## src/rtl/cp0_exc_ctrl_if.sv

```systemverilog
// M-stage to CP0 bundle: mfc0/mtc0 access, exception sampling, flush request.
// The pipeline drives through master; the CP0 block answers through slave.
interface cp0_exc_ctrl_if #(
    parameter int NUM_HWINT = 6
);
    logic                 en;
    logic [4:0]           cp0_addr;
    logic [31:0]          cp0_wdata;
    logic [31:0]          pc_M;
    logic                 bd_M;
    logic [4:0]           exc_code_M;
    logic                 eret_M;
    logic [NUM_HWINT-1:0] hw_int;
    logic [31:0]          cp0_rdata;
    logic [31:0]          epc_out;
    logic [31:0]          handler_pc;
    logic                 req;

    modport master (
        output en, cp0_addr, cp0_wdata, pc_M, bd_M,
        output exc_code_M, eret_M, hw_int,
        input  cp0_rdata, epc_out, handler_pc, req
    );

    modport slave (
        input  en, cp0_addr, cp0_wdata, pc_M, bd_M,
        input  exc_code_M, eret_M, hw_int,
        output cp0_rdata, epc_out, handler_pc, req
    );
endinterface

```

## src/rtl/cp0_exc_ctrl.sv

```systemverilog
// CP0 exception/interrupt controller beside the M stage.
// Holds SR/Cause/EPC, decides the flush request, serves mfc0/mtc0/eret.
module cp0_exc_ctrl #(
    parameter logic [31:0] HANDLER_ADDR = 32'h0000_4180,
    parameter int          NUM_HWINT    = 6
) (
    input  logic           clk,
    input  logic           reset,
    cp0_exc_ctrl_if.slave  bus
);
    logic [NUM_HWINT-1:0] im;
    logic                 exl;
    logic                 ie;
    logic                 bd;
    logic [NUM_HWINT-1:0] ip;
    logic [4:0]           exc_code;
    logic [31:0]          epc;

    logic        int_req;
    logic        exc_req;
    logic        req;
    logic [31:0] epc_exc;
    logic [31:0] wdata_epc;
    logic [31:0] sr;
    logic [31:0] cause;

    // Interrupts look at the live lines so a freshly raised level is taken this cycle.
    assign int_req = (|(bus.hw_int & im)) & ie & ~exl;
    assign exc_req = (bus.exc_code_M != 5'd0) & ~exl;
    assign req     = int_req | exc_req;

    assign epc_exc   = (bus.bd_M ? bus.pc_M - 32'd4 : bus.pc_M) & 32'hFFFF_FFFC;
    assign wdata_epc = {bus.cp0_wdata[31:2], 2'b00};

    assign sr    = {16'd0, im, 8'd0, exl, ie};
    assign cause = {bd, 15'd0, ip, 3'd0, exc_code, 2'b00};

    always_ff @(posedge clk) begin
        if (reset) begin
            im       <= '0;
            exl      <= 1'b0;
            ie       <= 1'b0;
            bd       <= 1'b0;
            ip       <= '0;
            exc_code <= 5'd0;
            epc      <= 32'd0;
        end else begin
            ip <= bus.hw_int;
            if (req) begin
                exl      <= 1'b1;
                bd       <= bus.bd_M;
                epc      <= epc_exc;
                exc_code <= int_req ? 5'd0 : bus.exc_code_M;
            end else begin
                if (bus.en && bus.cp0_addr == 5'd12) begin
                    im  <= bus.cp0_wdata[15:10];
                    exl <= bus.cp0_wdata[1];
                    ie  <= bus.cp0_wdata[0];
                end
                if (bus.en && bus.cp0_addr == 5'd14)
                    epc <= wdata_epc;
                // Returning from the handler takes precedence over a same-cycle SR write.
                if (bus.eret_M)
                    exl <= 1'b0;
            end
        end
    end

    always_comb begin
        bus.cp0_rdata = 32'd0;
        case (bus.cp0_addr)
            5'd12:   bus.cp0_rdata = sr;
            5'd13:   bus.cp0_rdata = cause;
            5'd14:   bus.cp0_rdata = epc;
            default: bus.cp0_rdata = 32'd0;
        endcase
    end

    // Forward an in-flight EPC write so mtc0 followed by eret returns to the new target.
    assign bus.epc_out    = (bus.en && bus.cp0_addr == 5'd14) ? wdata_epc : epc;
    assign bus.handler_pc = HANDLER_ADDR;
    assign bus.req        = req;
endmodule
```

## src/flat_wrapper.sv

```systemverilog
// flat-port wrapper written by rule: the top's interface ports become plain ports
module cp0_exc_ctrl_flat 
#(
    parameter logic [31:0] HANDLER_ADDR = 32'h0000_4180,
    parameter int          NUM_HWINT    = 6
)
  (clk, reset, bus_en, bus_cp0_addr, bus_cp0_wdata, bus_pc_M, bus_bd_M, bus_exc_code_M, bus_eret_M, bus_hw_int, bus_cp0_rdata, bus_epc_out, bus_handler_pc, bus_req);
  cp0_exc_ctrl_if #(.NUM_HWINT(NUM_HWINT)) bus_i ();
  input  logic clk;
  input  logic reset;
  input wire logic [$bits(bus_i.en)-1:0] bus_en;
  input wire logic [$bits(bus_i.cp0_addr)-1:0] bus_cp0_addr;
  input wire logic [$bits(bus_i.cp0_wdata)-1:0] bus_cp0_wdata;
  input wire logic [$bits(bus_i.pc_M)-1:0] bus_pc_M;
  input wire logic [$bits(bus_i.bd_M)-1:0] bus_bd_M;
  input wire logic [$bits(bus_i.exc_code_M)-1:0] bus_exc_code_M;
  input wire logic [$bits(bus_i.eret_M)-1:0] bus_eret_M;
  input wire logic [$bits(bus_i.hw_int)-1:0] bus_hw_int;
  output wire logic [$bits(bus_i.cp0_rdata)-1:0] bus_cp0_rdata;
  output wire logic [$bits(bus_i.epc_out)-1:0] bus_epc_out;
  output wire logic [$bits(bus_i.handler_pc)-1:0] bus_handler_pc;
  output wire logic [$bits(bus_i.req)-1:0] bus_req;
  assign bus_i.en = bus_en;
  assign bus_i.cp0_addr = bus_cp0_addr;
  assign bus_i.cp0_wdata = bus_cp0_wdata;
  assign bus_i.pc_M = bus_pc_M;
  assign bus_i.bd_M = bus_bd_M;
  assign bus_i.exc_code_M = bus_exc_code_M;
  assign bus_i.eret_M = bus_eret_M;
  assign bus_i.hw_int = bus_hw_int;
  assign bus_cp0_rdata = bus_i.cp0_rdata;
  assign bus_epc_out = bus_i.epc_out;
  assign bus_handler_pc = bus_i.handler_pc;
  assign bus_req = bus_i.req;
  cp0_exc_ctrl #(.HANDLER_ADDR(HANDLER_ADDR), .NUM_HWINT(NUM_HWINT)) u_core (.clk(clk), .reset(reset), .bus(bus_i));
endmodule
```

## config.mk

```make
export PLATFORM = sky130hd
export DESIGN_NAME = cp0_exc_ctrl_flat
export DESIGN_NICKNAME = d
export VERILOG_FILES = /design/src/rtl/cp0_exc_ctrl_if.sv /design/src/rtl/cp0_exc_ctrl.sv /design/src/flat_wrapper.sv
export SDC_FILE = /design/constraint.sdc
export NUM_CORES = 1
export LEC_CHECK = 0
export CAP_MARGIN = 20
export CORE_MARGIN = 5
export CORE_UTILIZATION = 30
export CTS_CLUSTER_DIAMETER = 30
export DETAILED_ROUTE_END_ITERATION = 6
export HOLD_SLACK_MARGIN = 0.05
export PLACE_DENSITY = 0.7
export SLEW_MARGIN = 20
export SYNTH_ARGS = -nofsm -noshare
export SYNTH_HDL_FRONTEND = slang
export SYNTH_SLANG_ARGS = --single-unit
```

## constraint.sdc

```tcl
create_clock -name clk -period 6.55 [get_ports clk]
set_input_delay 0.655 -clock clk [delete_from_list [all_inputs] [get_ports clk]]
set_output_delay 0.655 -clock clk [all_outputs]
set_load 0.02 [all_outputs]
```

Word level (Yosys, flattened, before mapping):

Index checks and enable logic that the tools add are counted.

* add/subtract/negate cells: 1
* equality and inequality tests: 3
* mux-type cells: 8
* bitwise logic cells: 7
* reductions and logical operators: 7

Operators by type and width (count)
* two-way mux 32 bit: 3
* one-hot mux 32 bit (3 select lines): 1
* subtractor 32 x 3 -> 32 bit (second input constant): 1
* == test 5 x 4 -> 1 bit (second input constant): 3
* AND 6 bit: 1
* OR reduction 6 bit: 1
* two-way mux 5 bit: 1
* nonzero test 5 bit: 1
* AND 1 bit: 3
* two-way mux 1 bit: 3
* nonzero test 3 bit: 1
* logical AND 1 bit: 2
* NOT 1 bit: 2
* AND reduction 2 bit: 1
* OR reduction 2 bit: 1
* bitwise OR 1 bit: 1

* register bits after elaboration: 52
* output and inout port bits: 97
* logic and storage cells: 34

Depth between registers and ports, before layout:

* depth in word-level cells: 7
* mapped depth: 7
* depth with buffers taken out: 6

Least setup slack after synthesis:

OpenSTA, ideal clock, no wires.

* path kind: in2out
* start point: input bus_cp0_addr[0]
* end point: output bus_epc_out[22]
* data arrival time: 2101 ps
* required time: 5895 ps
* path slack: 3794 ps
* stages on the path: 5
* path buffers: 2
* path through: clkbuf_1 inv_1 nand4_1 clkbuf_1 mux2_2

* cells in the longest elaborated chain, start to end: 3

Ends and longest elaborated chain
* from (decl): line flat_wrapper.sv:12 `input wire logic [$bits(bus_i.cp0_addr)-1:0] bus_cp0_addr;`
* == test 5 x 4 -> 1 bit: line cp0_exc_ctrl.sv:80 `assign bus.epc_out = (bus.en && bus.cp0_addr == 5'd14) ? wdata_epc : epc;`
* logical AND 1 bit: line cp0_exc_ctrl.sv:80
* two-way mux 32 bit: line cp0_exc_ctrl.sv:80
* to (decl): line flat_wrapper.sv:20 `output wire logic [$bits(bus_i.epc_out)-1:0] bus_epc_out;`

Every way passes these cells.

Worst setup path after layout:

* start point: input bus_cp0_addr[0]
* end point: output bus_epc_out[7]

The elaborated chain is that of the path after synthesis.

==> results.cfg <==
[routing]
wl_per_cell_um = 16.4
routed_wl_um = 10500
drc = 0
drtAntennaViolNets = 0
dr.pass1.iters = 4
vias = 2993
via_per_inst = 4.71
drtIter0Drc = 127

[timing]
min_period_ps = 4420
max_freq_ghz = 0.226
rsz0062_at_grt = no
drv_slew = 0
worstMarginPinSlew_ps = 980
fin_skew_ps = 4.49
whs_ps = 491
period_share_pct = 67.5
setup_viol = 0
tns_ps = 0
slew_headroom_pct = 34.5
hold_viol = 0

[global_routing]
grt-ovfl-total = 0
grt_max_degree = 33
antenna_found_initial = 0
grt_pass1_vias = 3082
track_usage_pct = 15.6
grt_pass1_wl_um = 16400

[clocking]
cts_root_buffer = clkbuf_8
holdBufCountCts = 0
cts_resized = 0
clkSinkCount = 52
clk_path_buf_depth = 2
htreeDepth = 2
insertion_delay_ps = 300
cts_tree = built
cts_buffers = 5
post_cts_buffers = 0
clk_transition_reported_paths_ps = 100

[min_path]
hp-start = u_core.exc_code[0]
hp-class = reg2reg
hold_end = u_core.exc_code[0]
whs_path_depth = 2

[die]
fp.dieW_um = 114
std_cell_rows = 38
ios = 182
start_util_pct = 30.4
dieArea_um2 = 13100
core_area_um2 = 10700
die_h_um = 114

[critical_path]
setup.worst_path.start = bus_cp0_addr[0]
crit_type = in2out
cp.arrival_ps = 3760
startpoint_type = input pin
reg2reg_depth = 5
reg2reg_slack_ps = 3800
critPathCaptureType = output pin
cp.required_ps = 5890
rr_startpoint = u_core.im[4]
worst-path-max-fanout = 18
r2r-end = u_core.epc[8]

[flow_run]
drv_cap = 0

[synthesis]
synth_edf_count = 0
async_flop_share_pct = 0
synth_area_um2 = 3270
yosysWarnings = 0
ys_types = 47
seq_area_frac_synth_pct = 31.9
synth-main-ff-cell = dfxtp_1
syn_area_per_cell_um2 = 9.12
synthCells = 358
synth_seq_cells = 52

[placement]
place_hpwl_um = 8390
portBuffers = 147
placed_cells = 628
gp_congestion = 0.789

[layout]
multi_input_area_um2 = 1970
final_cells = 636
seq_area_um2 = 1040
antenna_cells = 0
final_util_pct = 44.7
drive_gt1_share_pct = 10.3
fillers = 1103
final_net_count = 581
area_growth_syn_to_layout_pct = 47.0

[power]
power.density_nw_per_um2 = 162
leakage_nw = 1.85
ir_worst_vdd_mv = 0.0769
p_total_uw = 777

[status]
status = completed
==> sequential cells by signal, summed over array words and instances (netlist names) <==
signal,cells
u_core.bd,1
u_core.epc,32
u_core.exc_code,5
u_core.exl,1
u_core.ip,6
u_core.ie,1
u_core.im,6
==> worst max-delay path, stage by stage <==
cell,delay [ps]
clkdlybuf4s50_1,650
inv_1,230
nand4_1,780
buf_4,530
mux2_2,270
clkdlybuf4s50_1,630
==> area by class of cell <==
class	instances	share of cell area, %
flip-flops and latches	52	21.7
inverters	8	0.626
clock inverters	3	0.469
multi-input cells	278	41.0
clock buffers	5	1.43
well taps	140	3.65
repair buffers	150	31.1
==> logic make-up after synthesis <==
| kind of cell | share of synthesized area [%] |
|---|---|
| AND/OR/NAND/NOR | 18.8 |
| adder cells (fa/ha/maj) | 0.383 |
| buffers and inverters | 11.5 |
| AO/OA/AOI/OAI | 15.4 |
| XOR/XNOR | 7.24 |
| other | 0.230 |
| flip-flops | 31.9 |
| multiplexers | 14.6 |
==> power by group <==
part | internal, mW | switching, mW | total [mW]
registers | 0.340 | 0.0118 | 0.352
logic | 0.118 | 0.115 | 0.234
clock network | 0.0769 | 0.114 | 0.191
total | 0.536 | 0.241 | 0.777
==> how the worst max path moves through the flow <==
stage,slack (ps),depth (start not counted),end
after floorplan,3790,5,bus_epc_out[22]
after global placement,2090,6,bus_epc_out[31]
after detailed placement,2070,6,bus_epc_out[31]
after CTS,2040,6,bus_epc_out[31]
after global routing,1930,6,bus_epc_out[31]
final,2130,6,bus_epc_out[7]
==> Yosys cell counts (6+ instances only) <==
master,number,area (µm²)
a22o_1,30,263
and2_1,22,138
buf_4,32,240
clkbuf_1,14,52.6
dfxtp_1,52,1040
inv_1,7,26.3
mux2_2,30,338
mux2i_1,14,140
nand2_1,14,52.6
nor2_1,20,75.1
nor2b_1,6,37.5
nor3_1,16,80.1
o21ai_0,9,45.0
o2bb2ai_1,7,61.3
xnor2_1,7,61.3
xor2_1,20,175
==> cells in the final DEF, fill, tap and decap left out, types with 15 or more instances in the layout <==
| master | netlist | final |
|---|---|---|
| a22o_1 | 30 | 30 |
| xor2_1 | 20 | 20 |
| clkdlybuf4s50_1 | 0 | 147 |
| and2_1 | 22 | 22 |
| mux2_2 | 30 | 30 |
| dfxtp_1 | 52 | 52 |
| nor2_1 | 20 | 20 |
| nor3_1 | 16 | 15 |
| conb_1 | 2 | 32 |
==> stage by stage <==
step	cell area [µm²]	setup slack [ps]
2_1_floorplan	3380	3790
3_3_place_gp	4710	2090
3_5_place_dp	4710	2070
4_1_cts	4800	2040
5_1_grt	4800	1930
6_report	4800	2130
==> metal layers <==
metal	vias to the layer above	GRT usage, %	share of wire (%)
met5	-	0	0
met4	0	2.85	0.67
met3	6	4.86	7.2
met2	97	26.4	48
met1	1400	19.8	44
li1	1490	-	-
(Power assumes the default switching activity.)
